===== config.mk =====
export PLATFORM = sky130hd
export DESIGN_NAME = lsu_dccm_bank_arb
export DESIGN_NICKNAME = d
export VERILOG_FILES = /design/src/rtl/lsu_dccm_bank_arb.sv
export SDC_FILE = /design/constraint.sdc
export NUM_CORES = 1
export LEC_CHECK = 0
export ABC_AREA = 1
export ABC_CLOCK_PERIOD_IN_PS = 1600
export BUFFER_PORTS_ARGS = -buffer_cell sky130_fd_sc_hd__buf_2
export CAP_MARGIN = 5
export CORE_AREA = 2 2 129 131
export CTS_BUF_LIST = sky130_fd_sc_hd__clkbuf_16
export CTS_CLUSTER_DIAMETER = 40
export DETAILED_ROUTE_END_ITERATION = 8
export DIE_AREA = 0 0 131 133
export PLACE_DENSITY = 0.73
export SYNTH_ARGS = -nofsm -noshare
export SYNTH_HDL_FRONTEND = slang
export SYNTH_SLANG_ARGS = --single-unit

===== constraint.sdc =====
create_clock -name clk -period 1.6 [get_ports clk]
set_input_delay 0.08 -clock clk [delete_from_list [all_inputs] [get_ports clk]]
set_output_delay 0.08 -clock clk [all_outputs]
set_load 0.02 [all_outputs]

===== src/rtl/lsu_dccm_bank_arb.sv =====
// Purpose : multi-bank DCCM port controller; arbitrates a load read (lo/hi bank) against a store-buffer commit.
// Latency : grants and bank drive are combinational; read data is registered RD_LAT+1 cycles after ld_gnt.
// Backpress: a conflicting store loses to the load until STARVE_MAX denials, then it is forced; freeze blocks all grants.
//
// Ports:
//   clk, rst_l                     core clock, async active-low reset
//   freeze                         suppresses new grants (in-flight reads still return)
//   ld_req_vld/ld_addr_lo/hi/ld_gnt load read request (held until granted) and grant
//   st_req_vld/st_addr/st_data/st_ecc/st_commit store commit request and pop
//   dccm_rden/wren/addr/wr_data    per-bank SRAM controls
//   dccm_rd_data                   per-bank SRAM read data, valid RD_LAT cycles after rden
//   ld_rvalid/ld_rdata_*/ld_recc_* registered read result
//   st_force                       starve counter saturated
module lsu_dccm_bank_arb #(
  parameter int NUM_BANKS  = 2,
  parameter int ADDR_BITS  = 16,
  parameter int DATA_WIDTH = 32,
  parameter int ECC_WIDTH  = 7,
  parameter int RD_LAT     = 1,
  parameter int STARVE_MAX = 4
) (
  input  logic                                      clk,
  input  logic                                      rst_l,
  input  logic                                      freeze,
  input  logic                                      ld_req_vld,
  input  logic [ADDR_BITS-1:0]                      ld_addr_lo,
  input  logic [ADDR_BITS-1:0]                      ld_addr_hi,
  output logic                                      ld_gnt,
  input  logic                                      st_req_vld,
  input  logic [ADDR_BITS-1:0]                      st_addr,
  input  logic [DATA_WIDTH-1:0]                     st_data,
  input  logic [ECC_WIDTH-1:0]                      st_ecc,
  output logic                                      st_commit,
  output logic [NUM_BANKS-1:0]                      dccm_rden,
  output logic [NUM_BANKS-1:0]                      dccm_wren,
  output logic [NUM_BANKS*ADDR_BITS-1:0]            dccm_addr,
  output logic [DATA_WIDTH+ECC_WIDTH-1:0]           dccm_wr_data,
  input  logic [NUM_BANKS*(DATA_WIDTH+ECC_WIDTH)-1:0] dccm_rd_data,
  output logic                                      ld_rvalid,
  output logic [DATA_WIDTH-1:0]                     ld_rdata_lo,
  output logic [DATA_WIDTH-1:0]                     ld_rdata_hi,
  output logic [ECC_WIDTH-1:0]                      ld_recc_lo,
  output logic [ECC_WIDTH-1:0]                      ld_recc_hi,
  output logic                                      st_force
);

  localparam int BANK_BITS = $clog2(NUM_BANKS);
  localparam int BYTE_BITS = $clog2(DATA_WIDTH / 8);
  localparam int FDATA     = DATA_WIDTH + ECC_WIDTH;

  // One tracking-pipeline stage: which banks to pick up when the SRAM data lands.
  typedef struct packed {
    logic                 vld;
    logic [BANK_BITS-1:0] bl;
    logic [BANK_BITS-1:0] bh;
  } trk_t;

  logic [BANK_BITS-1:0] bl, bh, bs;
  logic                 conflict;
  logic                 grant_en;
  logic [3:0]           starve_cnt;
  trk_t                 trk [RD_LAT];
  trk_t                 fin;
  logic [FDATA-1:0]     rd_bank [NUM_BANKS];

  assign bl = ld_addr_lo[BYTE_BITS +: BANK_BITS];
  assign bh = ld_addr_hi[BYTE_BITS +: BANK_BITS];
  assign bs = st_addr[BYTE_BITS +: BANK_BITS];

  assign conflict = ld_req_vld & st_req_vld & ((bs == bl) | (bs == bh));
  assign st_force = (starve_cnt == 4'(STARVE_MAX));

  // Grants are held off while in reset so every output reads 0.
  assign grant_en  = rst_l & ~freeze;
  assign ld_gnt    = grant_en & ld_req_vld & ~(conflict & st_force);
  assign st_commit = grant_en & st_req_vld & (~conflict | st_force);

  assign dccm_wr_data = rst_l ? {st_ecc, st_data} : '0;

  // A granted load and a committed store never share a bank (that would be a
  // conflict), so the priority order below only matters for bl vs bh.
  always_comb begin
    dccm_rden = '0;
    dccm_wren = '0;
    dccm_addr = '0;
    for (int b = 0; b < NUM_BANKS; b++) begin
      if (ld_gnt && (bl == BANK_BITS'(b))) begin
        dccm_rden[b] = 1'b1;
        dccm_addr[b*ADDR_BITS +: ADDR_BITS] = ld_addr_lo;
      end else if (ld_gnt && (bh == BANK_BITS'(b))) begin
        dccm_rden[b] = 1'b1;
        dccm_addr[b*ADDR_BITS +: ADDR_BITS] = ld_addr_hi;
      end else if (st_commit && (bs == BANK_BITS'(b))) begin
        dccm_wren[b] = 1'b1;
        dccm_addr[b*ADDR_BITS +: ADDR_BITS] = st_addr;
      end
    end
  end

  // Consecutive store denials; saturates so st_force stays up until the commit.
  always_ff @(posedge clk or negedge rst_l) begin
    if (!rst_l) begin
      starve_cnt <= '0;
    end else if (!freeze) begin
      if (st_commit || !st_req_vld) begin
        starve_cnt <= '0;
      end else if (!st_force) begin
        starve_cnt <= starve_cnt + 4'd1;
      end
    end
  end

  // Free-running delay line matching the SRAM read latency; freeze never stalls it.
  always_ff @(posedge clk or negedge rst_l) begin
    if (!rst_l) begin
      for (int i = 0; i < RD_LAT; i++) trk[i] <= '0;
    end else begin
      trk[0] <= {ld_gnt, bl, bh};
      for (int i = 1; i < RD_LAT; i++) trk[i] <= trk[i-1];
    end
  end

  assign fin = trk[RD_LAT-1];

  always_comb begin
    for (int b = 0; b < NUM_BANKS; b++) rd_bank[b] = dccm_rd_data[b*FDATA +: FDATA];
  end

  // When bh==bl only one bank was read, and selecting bank bh yields that same bank.
  always_ff @(posedge clk or negedge rst_l) begin
    if (!rst_l) begin
      ld_rvalid   <= 1'b0;
      ld_rdata_lo <= '0;
      ld_rdata_hi <= '0;
      ld_recc_lo  <= '0;
      ld_recc_hi  <= '0;
    end else begin
      ld_rvalid <= fin.vld;
      if (fin.vld) begin
        ld_rdata_lo <= rd_bank[fin.bl][DATA_WIDTH-1:0];
        ld_recc_lo  <= rd_bank[fin.bl][FDATA-1:DATA_WIDTH];
        ld_rdata_hi <= rd_bank[fin.bh][DATA_WIDTH-1:0];
        ld_recc_hi  <= rd_bank[fin.bh][FDATA-1:DATA_WIDTH];
      end
    end
  end

endmodule


==> results.cfg <==
[global_routing]
grt_max_degree = 126
grt_antenna_before_repair = 0
via_count_of_the_first_global_routing_pass = 6130
groute.usage.overall = 0.214
grt.overflow.total = 0
grt_first_pass_wirelength_um = 29900

[floorplan]
initial_utilization = 0.336
core-area_sq_um = 16200
io_pins = 327
floorplan.rows = 47
die-height_um = 133
width_of_the_chip_um = 131
die_area_sq_um = 17400

[status]
result_of_the_run = finished with violations
failing_checks = negative hold slack, negative setup slack

[critical_path]
r2r_end = fin[2]$_DFF_PN0_
rr_startpoint = starve_cnt[1]$_DFFE_PN0P_
worstSetupStartpointType = flip-flop
worst-r2r-setup-slack_ns = 0.08
critical_path.max_fanout = 10
r2r_cells = 9
worst_ep_arrival_time_ns = 1.97
timing.critical_path.required_ns = 1.52
crit_path_end_kind = output pin
kind_of_critical_path = flip-flop to output pin
critical_path.startpoint = starve_cnt[1]$_DFFE_PN0P_

[clock_network]
clock_buffer_count_from_cts = 9
clkLatencyLatePin_ns = 0.34
clock_tree_from_tritoncts = built
cts_hold_buffers = 39
worst_setup_hold_path_clk_slew_ns = 0.06
clockBufferDepth = 2
cts.sink_count = 86
ctsRootBufferMaster = clkbuf_16
cts.htree.levels = 3

[placement]
routabilityCongestion = 0.868
port-buffer-count = 325
place_area_sq_um = 7550
total_half_perimeter_wirelength_after_legalization_and_detailed_placement_um = 13900

[logic_synthesis]
synthesis.area_per_instance_sq_um = 6.76
yosysWarningCount = 0
yosysSeqAreaShare = 0.396
netlist-cell-type-count = 25
synthesis.nets = 975
yosys_register_bits = 86
top_area_cell_type_share_of_the_netlist_area = 0.396
yosys.area.top_type = dfrtp_1
synth.cell_area_sq_um = 5430
netlist_top_cells_area = dfrtp_1 40%, nand2_1 17%, o21a_1 11%
postSynthCellCount = 803

[route]
drtIter0Drc = 382
num_vias = 6566
route.detailed.drc = 0
routed_wire_length_per_instance_um = 13.9
drt_wl_total_um = 19400
ant_nets = 0
drtPass1Iterations = 4
route.detailed.vias_per_inst = 4.72

[pwr]
power_frac_seq = 0.383
switching_part_of_the_total_power = 0.365
power.static_leakage_nw = 4.95
worst_ir_drop_vdd_v = 0.000449
total_power_density_per_cell_area_nw_per_um2 = 822
p_int_w = 0.00451
clockPowerShare = 0.279
power_switching_w = 0.00259
comb_pwr_share = 0.338

[timing]
setup-tns-final_ns = -14.45
setup_repair_after_global_routing_missed_its_margin = true
timing.final.ws_setup_ns = -0.448
period_minus_slack_ns = 2.05
max_slew_violation_total_from_the_final_report = 0
tightestPinTransition_ns = 0.633
clock-skew-final_ns = 0.00914
hold_viol = 86
fin_worst_hold_slack_ns = -0.162
timing.slew.headroom = 0.578
final-setup-viol-count = 37
period_share = 1.28
clock.fmax_mhz = 488

[final_layout]
post-route-cell-area_sq_um = 8640
fin_nets = 1337
antennaDiodeCount = 0
multiInputGateArea_sq_um = 2880
synthToLayoutAreaGrowth_pct = 59.3
most-common-layout-cells = 290 x buf_2, 209 x nand2_1, 104 x inv_1, 83 x dfrtp_1, 79 x a21oi_1
drive_gt1_frac = 0.394
ff_latch_area_sq_um = 2160
layout.cells.most_common = buf_2
fill_cells = 1491

[min_path]
hold_class = input pin to async pin

[flow_run]
timing.max_cap.violations = 0
[worst max-delay path, cell delays in order (launching register included)]
cell and delay [ns]:
dfrtp_1 0.39, inv_2 0.08, ha_4 0.15, nand2_4 0.05, nor2_4 0.09, nand4_1 0.17, buf_6 0.20, nand4_1 0.08
nand2_1 0.13, nand2_1 0.10, nand2_2 0.04, buf_4 0.15
[through the flow]
| stage | worst slack [ns] | utilization | power, W | cells | hold WS, ns |
|---|---|---|---|---|---|
| floorplan | -0.0593 | - | 0.00399 | 803 | -0.216 |
| global route | -0.536 | 0.535 | 0.00755 | 1390 | -0.110 |
| CTS | -0.419 | 0.526 | 0.00715 | 1388 | -0.116 |
| global placement | -0.154 | 0.467 | 0.00494 | 1327 | 0.251 |
| detailed placement | -0.231 | 0.467 | 0.00497 | 1327 | 0.252 |
| finish | -0.448 | 0.535 | 0.00711 | 1390 | -0.162 |
[synthesized netlist by cell type, drive strengths merged]
library cell / number
a31oi: 1
nor3: 1
inv: 111
nand3b: 1
ha: 2
xor2: 2
nor2: 84
a21oi: 80
conb: 1
clkinv: 1
buf: 20
nand4: 22
nand3: 28
dfrtp: 86
nor3b: 1
o21a: 78
nand2: 251
clkbuf: 33
[sequential cells by signal, summed over array words and instances (netlist names)]
register and count:
ld_recc_hi 7, ld_rdata_lo 32, ld_rvalid 1, ld_recc_lo 7, ld_rdata_hi 32, starve_cnt 4
fin 3
[timing repair]
action | CTS | global route
gates resized for setup | 81 | 39
cloned | 2 | 0
endpoints found under the hold margin | 156 | 86
pin swaps | 6 | 4
setup endpoints to repair | 37 | 41
buffers inserted | 4 | 2
[logic make-up (layout without fill, tap and decap cells)]
| logic type | Yosys count | count (layout) | share of synthesized area |
|---|---|---|---|
| flops | 86 | 86 | 0.396 |
| buf+inv | 165 | 532 | 0.121 |
| compound gates | 159 | 159 | 0.183 |
| fa+ha+maj | 2 | 2 | 0.00461 |
| xor+xnor | 2 | 2 | 0.00323 |
| simple gates | 388 | 388 | 0.291 |
| other cells | 1 | 1 | 0.000691 |
[power groups by stage]
| stage | sequential, W | clock (W) | combinational (W) |
|---|---|---|---|
| 3_3_place_gp | 0.00274 | 0 | 0.00220 |
| 6_report | 0.00272 | 0.00198 | 0.00240 |
| 4_1_cts | 0.00272 | 0.00206 | 0.00237 |
| 3_5_place_dp | 0.00276 | 0 | 0.00222 |
| 2_1_floorplan | 0.00319 | 0 | 0.000794 |
| 5_1_grt | 0.00277 | 0.00215 | 0.00264 |
[routing by layer]
metal | track usage | vias to the layer above | share of wire
met4 | 0.0898 | 0 | 0.035
li1 | - | 3232 | -
met5 | 0 | - | 0
met1 | 0.237 | 2991 | 0.39
met2 | 0.378 | 299 | 0.49
met3 | 0.0635 | 44 | 0.085
[worst max path at each step]
stage,endpoint,slack [ns],cells past startpoint
2_1_floorplan,dccm_addr[26],-0.06,10
3_3_place_gp,dccm_addr[12],-0.15,10
3_5_place_dp,dccm_addr[9],-0.23,10
4_1_cts,dccm_addr[5],-0.42,11
5_1_grt,dccm_addr[10],-0.54,11
6_report,dccm_addr[5],-0.45,11
[area by class of cell]
class / instances / area share
clock buffers: 9 / 0.0261
flip-flops and latches: 86 / 0.250
multi-input cells: 552 / 0.333
repair buffers: 404 / 0.304
clock inverters: 7 / 0.00651
inverters: 112 / 0.0491
well taps: 220 / 0.0318
Power figures use the tool's default switching activity.
